**src/rtl/imem_ctrl_pkg.sv**
```systemverilog
// Shared encodings and width helpers for the instruction-memory refill path.
// State codes are shared by imem_refill_ctrl and imem_pf_buffer.
package imem_ctrl_pkg;

  localparam logic [1:0] S_IDLE     = 2'd0;
  localparam logic [1:0] S_FETCH    = 2'd1;
  localparam logic [1:0] S_DONE     = 2'd2;
  localparam logic [1:0] S_PF_FETCH = 2'd3;

  // LINE_OFF_BITS: byte offset bits inside one line
  function automatic int line_off_bits(input int line_words);
    return $clog2(4 * line_words);
  endfunction

  function automatic int word_idx_bits(input int line_words);
    return $clog2(line_words);
  endfunction

  function automatic int wait_bits(input int mem_lat);
    return (mem_lat > 1) ? $clog2(mem_lat) : 1;
  endfunction

endpackage

```
**src/rtl/imem_pf_buffer.sv**
```systemverilog
// One-entry next-line prefetch buffer: valid, line tag, line data.
// Used by imem_refill_ctrl only when IMEM_PREFETCH_EN is defined.
module imem_pf_buffer
  import imem_ctrl_pkg::*;
#(
  parameter int TAG_W      = 10,
  parameter int LINE_WORDS = 4,
  parameter int WIW        = 2
) (
  input  logic                    clock,
  input  logic                    reset,
  input  logic                    clear,
  input  logic                    wr_en,
  input  logic [WIW-1:0]          wr_idx,
  input  logic [31:0]             wr_word,
  input  logic                    set_valid,
  input  logic [TAG_W-1:0]        set_tag,
  input  logic [TAG_W-1:0]        lk_tag,
  output logic                    hit,
  output logic [32*LINE_WORDS-1:0] rd_data
);

  logic             valid;
  logic [TAG_W-1:0] tag;

  always_ff @(posedge clock or negedge reset) begin
    if (!reset) begin
      valid   <= 1'b0;
      tag     <= '0;
      rd_data <= '0;
    end else begin
      if (clear)
        valid <= 1'b0;
      if (wr_en)
        rd_data[32*int'(wr_idx) +: 32] <= wr_word;
      if (set_valid) begin
        valid <= 1'b1;
        tag   <= set_tag;
      end
    end
  end

  assign hit = valid && (tag == lk_tag);

endmodule

```
**src/rtl/imem_refill_ctrl.sv**
```systemverilog
// I-cache line refill sequencer for the single-port instruction memory.
// Optional next-line prefetch: define IMEM_PREFETCH_EN.
module imem_refill_ctrl
  import imem_ctrl_pkg::*;
#(
  parameter int TEXT_BITS  = 14,
  parameter int LINE_WORDS = 4,
  parameter int MEM_LAT    = 2
) (
  input  logic                      clock,
  input  logic                      reset,
  input  logic                      req_valid,
  output logic                      req_ready,
  input  logic [TEXT_BITS-1:0]      req_addr,
  output logic                      mem_ren,
  output logic [TEXT_BITS-3:0]      mem_addr,
  input  logic [31:0]               mem_dout,
  output logic                      fill_valid,
  output logic [TEXT_BITS-1:0]      fill_addr,
  output logic [32*LINE_WORDS-1:0]  fill_data,
  output logic                      busy
);

  localparam int OFF   = line_off_bits(LINE_WORDS);
  localparam int WIW   = word_idx_bits(LINE_WORDS);
  localparam int LAT_W = wait_bits(MEM_LAT);
  localparam int TAG_W = TEXT_BITS - OFF;

  logic [1:0]       state;
  logic [TAG_W-1:0] tag;
  logic [TAG_W-1:0] cur_tag;
  logic [TAG_W-1:0] req_tag;
  logic [WIW-1:0]   wcnt;
  logic [LAT_W-1:0] lcnt;
  logic             last_wait;
  logic             last_word;
  logic             unused_off;

  assign req_tag    = req_addr[TEXT_BITS-1:OFF];
  assign unused_off = ^req_addr[OFF-1:0];
  assign last_wait  = (lcnt == LAT_W'(MEM_LAT - 1));
  assign last_word  = (wcnt == WIW'(LINE_WORDS - 1));

`ifdef IMEM_PREFETCH_EN
  logic [TAG_W-1:0]          pf_tag;
  logic                      pf_hit;
  logic                      pf_wr;
  logic [32*LINE_WORDS-1:0]  pf_data;

  assign pf_wr   = (state == S_PF_FETCH) && !req_valid && last_wait;
  assign cur_tag = (state == S_PF_FETCH) ? pf_tag : tag;

  imem_pf_buffer #(
    .TAG_W      (TAG_W),
    .LINE_WORDS (LINE_WORDS),
    .WIW        (WIW)
  ) u_pf (
    .clock     (clock),
    .reset     (reset),
    .clear     (state == S_DONE),
    .wr_en     (pf_wr),
    .wr_idx    (wcnt),
    .wr_word   (mem_dout),
    .set_valid (pf_wr && last_word),
    .set_tag   (pf_tag),
    .lk_tag    (req_tag),
    .hit       (pf_hit),
    .rd_data   (pf_data)
  );
`else
  assign cur_tag = tag;
`endif

  always_comb begin
    req_ready  = (state == S_IDLE);
    mem_ren    = (state == S_FETCH);
`ifdef IMEM_PREFETCH_EN
    req_ready  = req_ready || (state == S_PF_FETCH);
    mem_ren    = mem_ren || (state == S_PF_FETCH);
`endif
    fill_valid = (state == S_DONE);
    busy       = (state != S_IDLE);
    fill_addr  = {tag, {OFF{1'b0}}};
    // line base is aligned, so the word address is just tag:word
    mem_addr   = mem_ren ? {cur_tag, wcnt} : '0;
  end

  always_ff @(posedge clock or negedge reset) begin
    if (!reset) begin
      state     <= S_IDLE;
      tag       <= '0;
      wcnt      <= '0;
      lcnt      <= '0;
      fill_data <= '0;
`ifdef IMEM_PREFETCH_EN
      pf_tag    <= '0;
`endif
    end else begin
      unique case (1'b1)
        (state == S_IDLE): begin
          if (req_valid) begin
            tag  <= req_tag;
            wcnt <= '0;
            lcnt <= '0;
`ifdef IMEM_PREFETCH_EN
            if (pf_hit) begin
              fill_data <= pf_data;
              state     <= S_DONE;
            end else begin
              state <= S_FETCH;
            end
`else
            state <= S_FETCH;
`endif
          end
        end
        (state == S_FETCH): begin
          if (last_wait) begin
            lcnt <= '0;
            wcnt <= wcnt + 1'b1;
            fill_data[32*int'(wcnt) +: 32] <= mem_dout;
            if (last_word)
              state <= S_DONE;
          end else begin
            lcnt <= lcnt + 1'b1;
          end
        end
        (state == S_DONE): begin
`ifdef IMEM_PREFETCH_EN
          // tag + 1 wraps to line 0 at the top of text
          pf_tag <= tag + 1'b1;
          wcnt   <= '0;
          lcnt   <= '0;
          state  <= S_PF_FETCH;
`else
          state  <= S_IDLE;
`endif
        end
`ifdef IMEM_PREFETCH_EN
        (state == S_PF_FETCH): begin
          if (req_valid) begin
            tag   <= req_tag;
            wcnt  <= '0;
            lcnt  <= '0;
            state <= S_FETCH;
          end else if (last_wait) begin
            lcnt <= '0;
            wcnt <= wcnt + 1'b1;
            if (last_word)
              state <= S_IDLE;
          end else begin
            lcnt <= lcnt + 1'b1;
          end
        end
`endif
        default: state <= S_IDLE;
      endcase
    end
  end

endmodule

```
**config.mk**
```make
export PLATFORM = sky130hd
export DESIGN_NAME = imem_refill_ctrl
export DESIGN_NICKNAME = d
export VERILOG_FILES = /design/src/rtl/imem_ctrl_pkg.sv /design/src/rtl/imem_pf_buffer.sv /design/src/rtl/imem_refill_ctrl.sv
export SDC_FILE = /design/constraint.sdc
export NUM_CORES = 1
export LEC_CHECK = 0
export ABC_AREA = 1
export CORE_MARGIN = 2
export CORE_UTILIZATION = 25
export CTS_CLUSTER_DIAMETER = 120
export CTS_CLUSTER_SIZE = 25
export DETAILED_ROUTE_END_ITERATION = 8
export GPL_TIMING_DRIVEN = 1
export HOLD_SLACK_MARGIN = 0.12
export PLACE_DENSITY = 0.54
export SLEW_MARGIN = 20
export SYNTH_ARGS = -nofsm -noshare
export SYNTH_HDL_FRONTEND = slang
export SYNTH_HIERARCHICAL = 1
export SYNTH_SLANG_ARGS = --single-unit
```
**constraint.sdc**
```tcl
create_clock -name clock -period 3 [get_ports clock]
set_clock_uncertainty 0.1 [all_clocks]
set_input_delay 0.45 -clock clock [delete_from_list [all_inputs] [get_ports clock]]
set_output_delay 0.45 -clock clock [all_outputs]
set_load 0.1 [all_outputs]
```
==> results of run 1 <==
## critical path, cell delays in order (launching register included)
cell	delay [ps]
dfrtp_1	460
inv_2	140
nand2_1	330
nor2_1	210
buf_4	320
## synth_stat cells, types with 2 or more instances
master / count / area share
dfrtp_1: 143 / 0.52
buf_2: 13 / 0.0095
buf_6: 24 / 0.039
nor2_1: 143 / 0.078
nand4_1: 2 / 0.0018
inv_2: 2 / 0.0011
buf_4: 7 / 0.0077
nand3_1: 15 / 0.011
nand3_4: 5 / 0.013
inv_1: 50 / 0.027
ha_1: 6 / 0.011
clkbuf_1: 7 / 0.0038
nor2_4: 4 / 0.0066
nand2_2: 4 / 0.0036
nand2_1: 453 / 0.25
o21a_1: 10 / 0.011
## per-stage QoR
stage	utilization	cells	instance area, um^2	hold slack (ps)	setup slack, ps
4_1_cts	0.343	1427	9250	374	492
2_1_floorplan	-	896	6870	54.4	119
3_5_place_dp	0.320	1395	8630	285	701
5_1_grt	0.343	1427	9250	401	359
3_3_place_gp	0.320	1395	8630	289	761
6_report	0.343	1427	9250	370	565
## repair_timing
item	4_1_cts	5_1_grt
endpoints found under the hold margin	37	0
hold buffers	1	0
buffers inserted	0	0
## sequential cells by signal (all words and copies together) (netlist names)
signal     flops
cur_tag       10
fill_data    128
last_wait      1
state          2
wcnt           2
## per-layer routing
metal / share of wire / up-vias / wire length [um] / GRT usage
li1: - / 3000 / - / -
met1: 0.47 / 2811 / 10700 / 0.215
met2: 0.46 / 199 / 10500 / 0.265
met3: 0.066 / 12 / 1530 / 0.0450
met4: 0.0077 / 2 / 177 / 0.0368
met5: 0.0026 / - / 59 / 0
## logic make-up (layout without fill, tap and decap cells)
| group | Yosys count | after routing |
|---|---|---|
| simple gates | 627 | 627 |
| flops | 143 | 143 |
| buf+inv | 105 | 295 |
| compound gates | 11 | 11 |
| fa+ha+maj | 6 | 6 |
| other cells | 1 | 4 |
## final cells by class
class | count | share of cell area
Inverter | 53 | 0.0215
Multi-Input combinational cell | 648 | 0.291
Tap cell | 341 | 0.0461
Clock inverter | 11 | 0.0150
Timing Repair Buffer | 211 | 0.189
Clock buffer | 20 | 0.0505
Sequential cell | 143 | 0.387
## cells in the final DEF (no fill, tap or decap), drive strengths merged
cell           count
nand2            457
buf              167
nor2             148
dfrtp            143
inv               52
clkdlybuf4s50     43
clkbuf            20
nand3             20
o21a              10
clkinv             7
ha                 6
conb               4
bufinv             3
nand4              2
clkinvlp           2
o21ai              1
dlygate4sd3        1
## worst paths after layout
kind	from	endpoint	slack (ps)	depth (start not counted)
max	state[1]$_DFFE_PN0P_	mem_addr[0]	570	4
min	fill_data[62]$_DFFE_PN0P_	fill_data[62]$_DFFE_PN0P_	370	2
max reg2reg	wcnt[1]$_DFFE_PN0P_	fill_data[78]$_DFFE_PN0P_	710	7
min reg2reg	fill_data[62]$_DFFE_PN0P_	fill_data[62]$_DFFE_PN0P_	370	2
max in group asynchronous	reset	fill_data[81]$_DFFE_PN0P_	1570	3
min in group asynchronous	reset	fill_data[67]$_DFFE_PN0P_	400	2
==> qor.yml, run 1 <==
finalHoldViolations: 0
ant_nets: 0
start_kind: "flop"
worst_pin_slew_ps: 804
clock_latency_ps: 420
cp_data_required_time_ps: 2450
grt_pass1_vias: 6048
synthArstFlopShare: 1.00
area_growth_pct: 34.9
via_per_inst: 4.22
fillers: 2855
drt_wl_total_um: 23000
multi_input_area_mm2: 0.00269
die_h_um: 170
critPathArrivalTime_ps: 1880
slew_headroom: 0.463
syn_avg_cell_area_um2: 7.68
synth_top_family_by_area: "simple AND/OR/NAND/NOR gates"
crit_type: "reg2out"
clock_sinks: 143
finalCritPeriodShare: 0.812
rsz0062_at_grt: "false"
synth_adder_area_share: 0.0109
critPathCaptureType: "primary output"
grt_first_pass_wirelength_um: 35500
yosys_warnings: 6
synth_area_mm2: 0.00686
drt-initial-drc-count: 437
tns_ps: 0
gp_congestion: 0.775
clkTransAtPathRegs_ps: 60
htreeDepth: 4
coreArea_mm2: 0.0270
yosysSeqAreaShare: 0.522
synth_ff_type: "dfrtp_1"
drv_slew: 0
dr.pass1.iters: 4
final_nets: 1129
cts_buffers: 17
synth_cell_types: 21
hold_path.class: "reg2reg"
hpwl_um: 15200
fp-row-count: 60
synthMuxAreaShare: 0
wl_per_cell_um: 16.1
io_pins: 207
num_vias: 6024
synth_edf_count: 0
synth_compound_area_frac: 0.0117
final.min_clock_period_ps: 2430
grt_start_max_net_pins: 72
synth-simple-area-share: 0.365
syn_inst: 893
status: "finished, final reports clean"
tritoncts: "built"
port_buffers: 198
cts_resized: 0
drive_gt1_frac: 0.202
max_freq_ghz: 0.411
dieArea_mm2: 0.0288
start_util: 0.254
synth-xor-area-share: 0
cap_violations: 0
regArea_mm2: 0.00358
finalSetupViolations: 0
ys_seq_elements: 143
drc: 0
antenna_cells: 0
clockRootBuffer: "clkbuf_16"
grt_remaining_overflow: 0
cts_buffer_depth: 2
path_max_fanout: 15
die_x_um: 170
antenna_found_initial: 0
grtUsageTotal: 0.163
Power of run 1 is left out: the tool's default activity adds up to more than one toggle a clock period on the data nets, which glitch-free logic cannot reach.
==> run 2: changes to the inputs <==
PLACE_DENSITY = 0.56   (was 0.54)
clock period = 2.15 ns   (was 3 ns; I/O delays follow)
==> run 2 against run 1 <==
Net effect:
- final area increased by 4.5%
- via count increased by 2.7%
- routed wire length shrank 0.25%
- register-to-register slack worse by 460 ps
- count of clock-buffer cells in the layout up 2
- cell count is 0.91% higher
- core utilization grew 1.6 points
- non-clock buffer count grew 13
==> qor.yml, run 2 (same netlist as run 1, synthesis figures left out) <==
status: "finished, final reports clean"
wl_per_cell_um: 15.9
drv_slew: 0
largest_register_ffs: 128
die_h_um: 170
antenna_found_initial: 0
hpwl_um: 15600
die_x_um: 170
cts_buffer_depth: 2
io_pins: 207
port_buffers: 198
fp-row-count: 60
drc: 0
final_nets: 1142
finalCritPeriodShare: 0.950
start_util: 0.254
r2r-start: "wcnt[0]$_DFFE_PN0P_"
grt_start_max_net_pins: 68
finalHoldViolations: 0
grtUsageTotal: 0.163
cap_violations: 0
cp_data_required_time_ps: 1730
hold_path.class: "in2async"
final_cell_area_mm2: 0.00967
drt-initial-drc-count: 505
area_growth_pct: 41.0
finalSetupViolations: 0
dr.pass1.iters: 6
grt_first_pass_wirelength_um: 35400
drt_wl_total_um: 22900
dieArea_mm2: 0.0288
max_freq_ghz: 0.490
clock_sinks: 143
grt_remaining_overflow: 0
final_cell_mix: "nand2_1, buf_4, dfrtp_1"
via_per_inst: 4.30
tritoncts: "built"
cts_buffers: 17
placed_area_mm2: 0.00909
antenna_cells: 0
drive_gt1_frac: 0.223
regMostFlops: "fill_data"
gp_congestion: 0.774
clock_latency_ps: 420
coreArea_mm2: 0.0270
path_max_fanout: 7
clockRootBuffer: "clkbuf_16"
clkTransAtPathRegs_ps: 60
grt_pass1_vias: 6078
num_vias: 6186
crit_type: "reg2out"
htreeDepth: 4
mostFrequentLayoutCell: "nand2_1"
start_kind: "flop"
critPathArrivalTime_ps: 1620
crit_path_start: "state[1]$_DFFE_PN0P_"
rsz0062_at_grt: "false"
final.min_clock_period_ps: 2040
ant_nets: 0
critPathCaptureType: "primary output"
-- run 2: changes by cell type in the layout (fill, tap and decap cells not counted), sizes merged --
cell      previous run  this run
buf                167       180
bufinv               3         1
clkbuf              20        22
clkinv               7         5
clkinvlp             2         3
inv                 52        53
-- run 2: area by class of cell --
type                       count  area, um^2
fill                        2848       17300
multi-input combinational    648        2780
clock buffer                  22         474
timing repair buffer         224        2120
sequential                   143        3580
clock inverter                 9        85.1
inverter                      53         201
tap                          341         427
-- run 2: worst paths after layout --
| path | endpoint | slack [ps] | depth (start not counted) |
|---|---|---|---|
| setup / recovery | mem_addr[0] | 110 | 5 |
| hold / removal | fill_data[68]$_DFFE_PN0P_ | 270 | 2 |
| setup reg to reg | fill_data[43]$_DFFE_PN0P_ | 250 | 7 |
| hold reg to reg | fill_data[46]$_DFFE_PN0P_ | 370 | 2 |
| max in group asynchronous | fill_data[19]$_DFFE_PN0P_ | 980 | 3 |
| min in group clock | fill_data[46]$_DFFE_PN0P_ | 370 | 2 |
-- run 2: worst max-delay path, cell delays in order, from the launching register on --
cell	delay, ps
dfrtp_2	480
inv_4	110
nand2_1	70
buf_4	200
nor2_2	140
buf_12	190
-- run 2: per-stage QoR --
stage	hold WS [ps]	utilization	setup slack, ps	cells	setup TNS, ps
global placement	156	0.337	282	1408	0
global route	293	0.359	29.3	1440	0
finish	268	0.359	108	1440	0
CTS	276	0.358	1.51	1440	0
floorplan	-73.1	-	-170	896	-170
detailed placement	155	0.337	259	1408	0
-- run 2: what timing repair did --
| action | 4_1_cts | 5_1_grt |
|---|---|---|
| hold endpoints to repair | 76 | 0 |
| hold buffers | 1 | 0 |
| resized for setup | 0 | 3 |
| endpoints found under the setup margin | 0 | 12 |
| setup buffers | 0 | 0 |
-- run 2: per-layer routing --
layer / global-route usage / vias to the layer above / routed length, um
met4: 0.0390 / 2 / 200
met3: 0.0452 / 16 / 1430
met2: 0.267 / 186 / 10900
met1: 0.213 / 2942 / 10400
li1: - / 3040 / -
met5: 0 / - / 20
Power of run 2 is left out for the same reason.
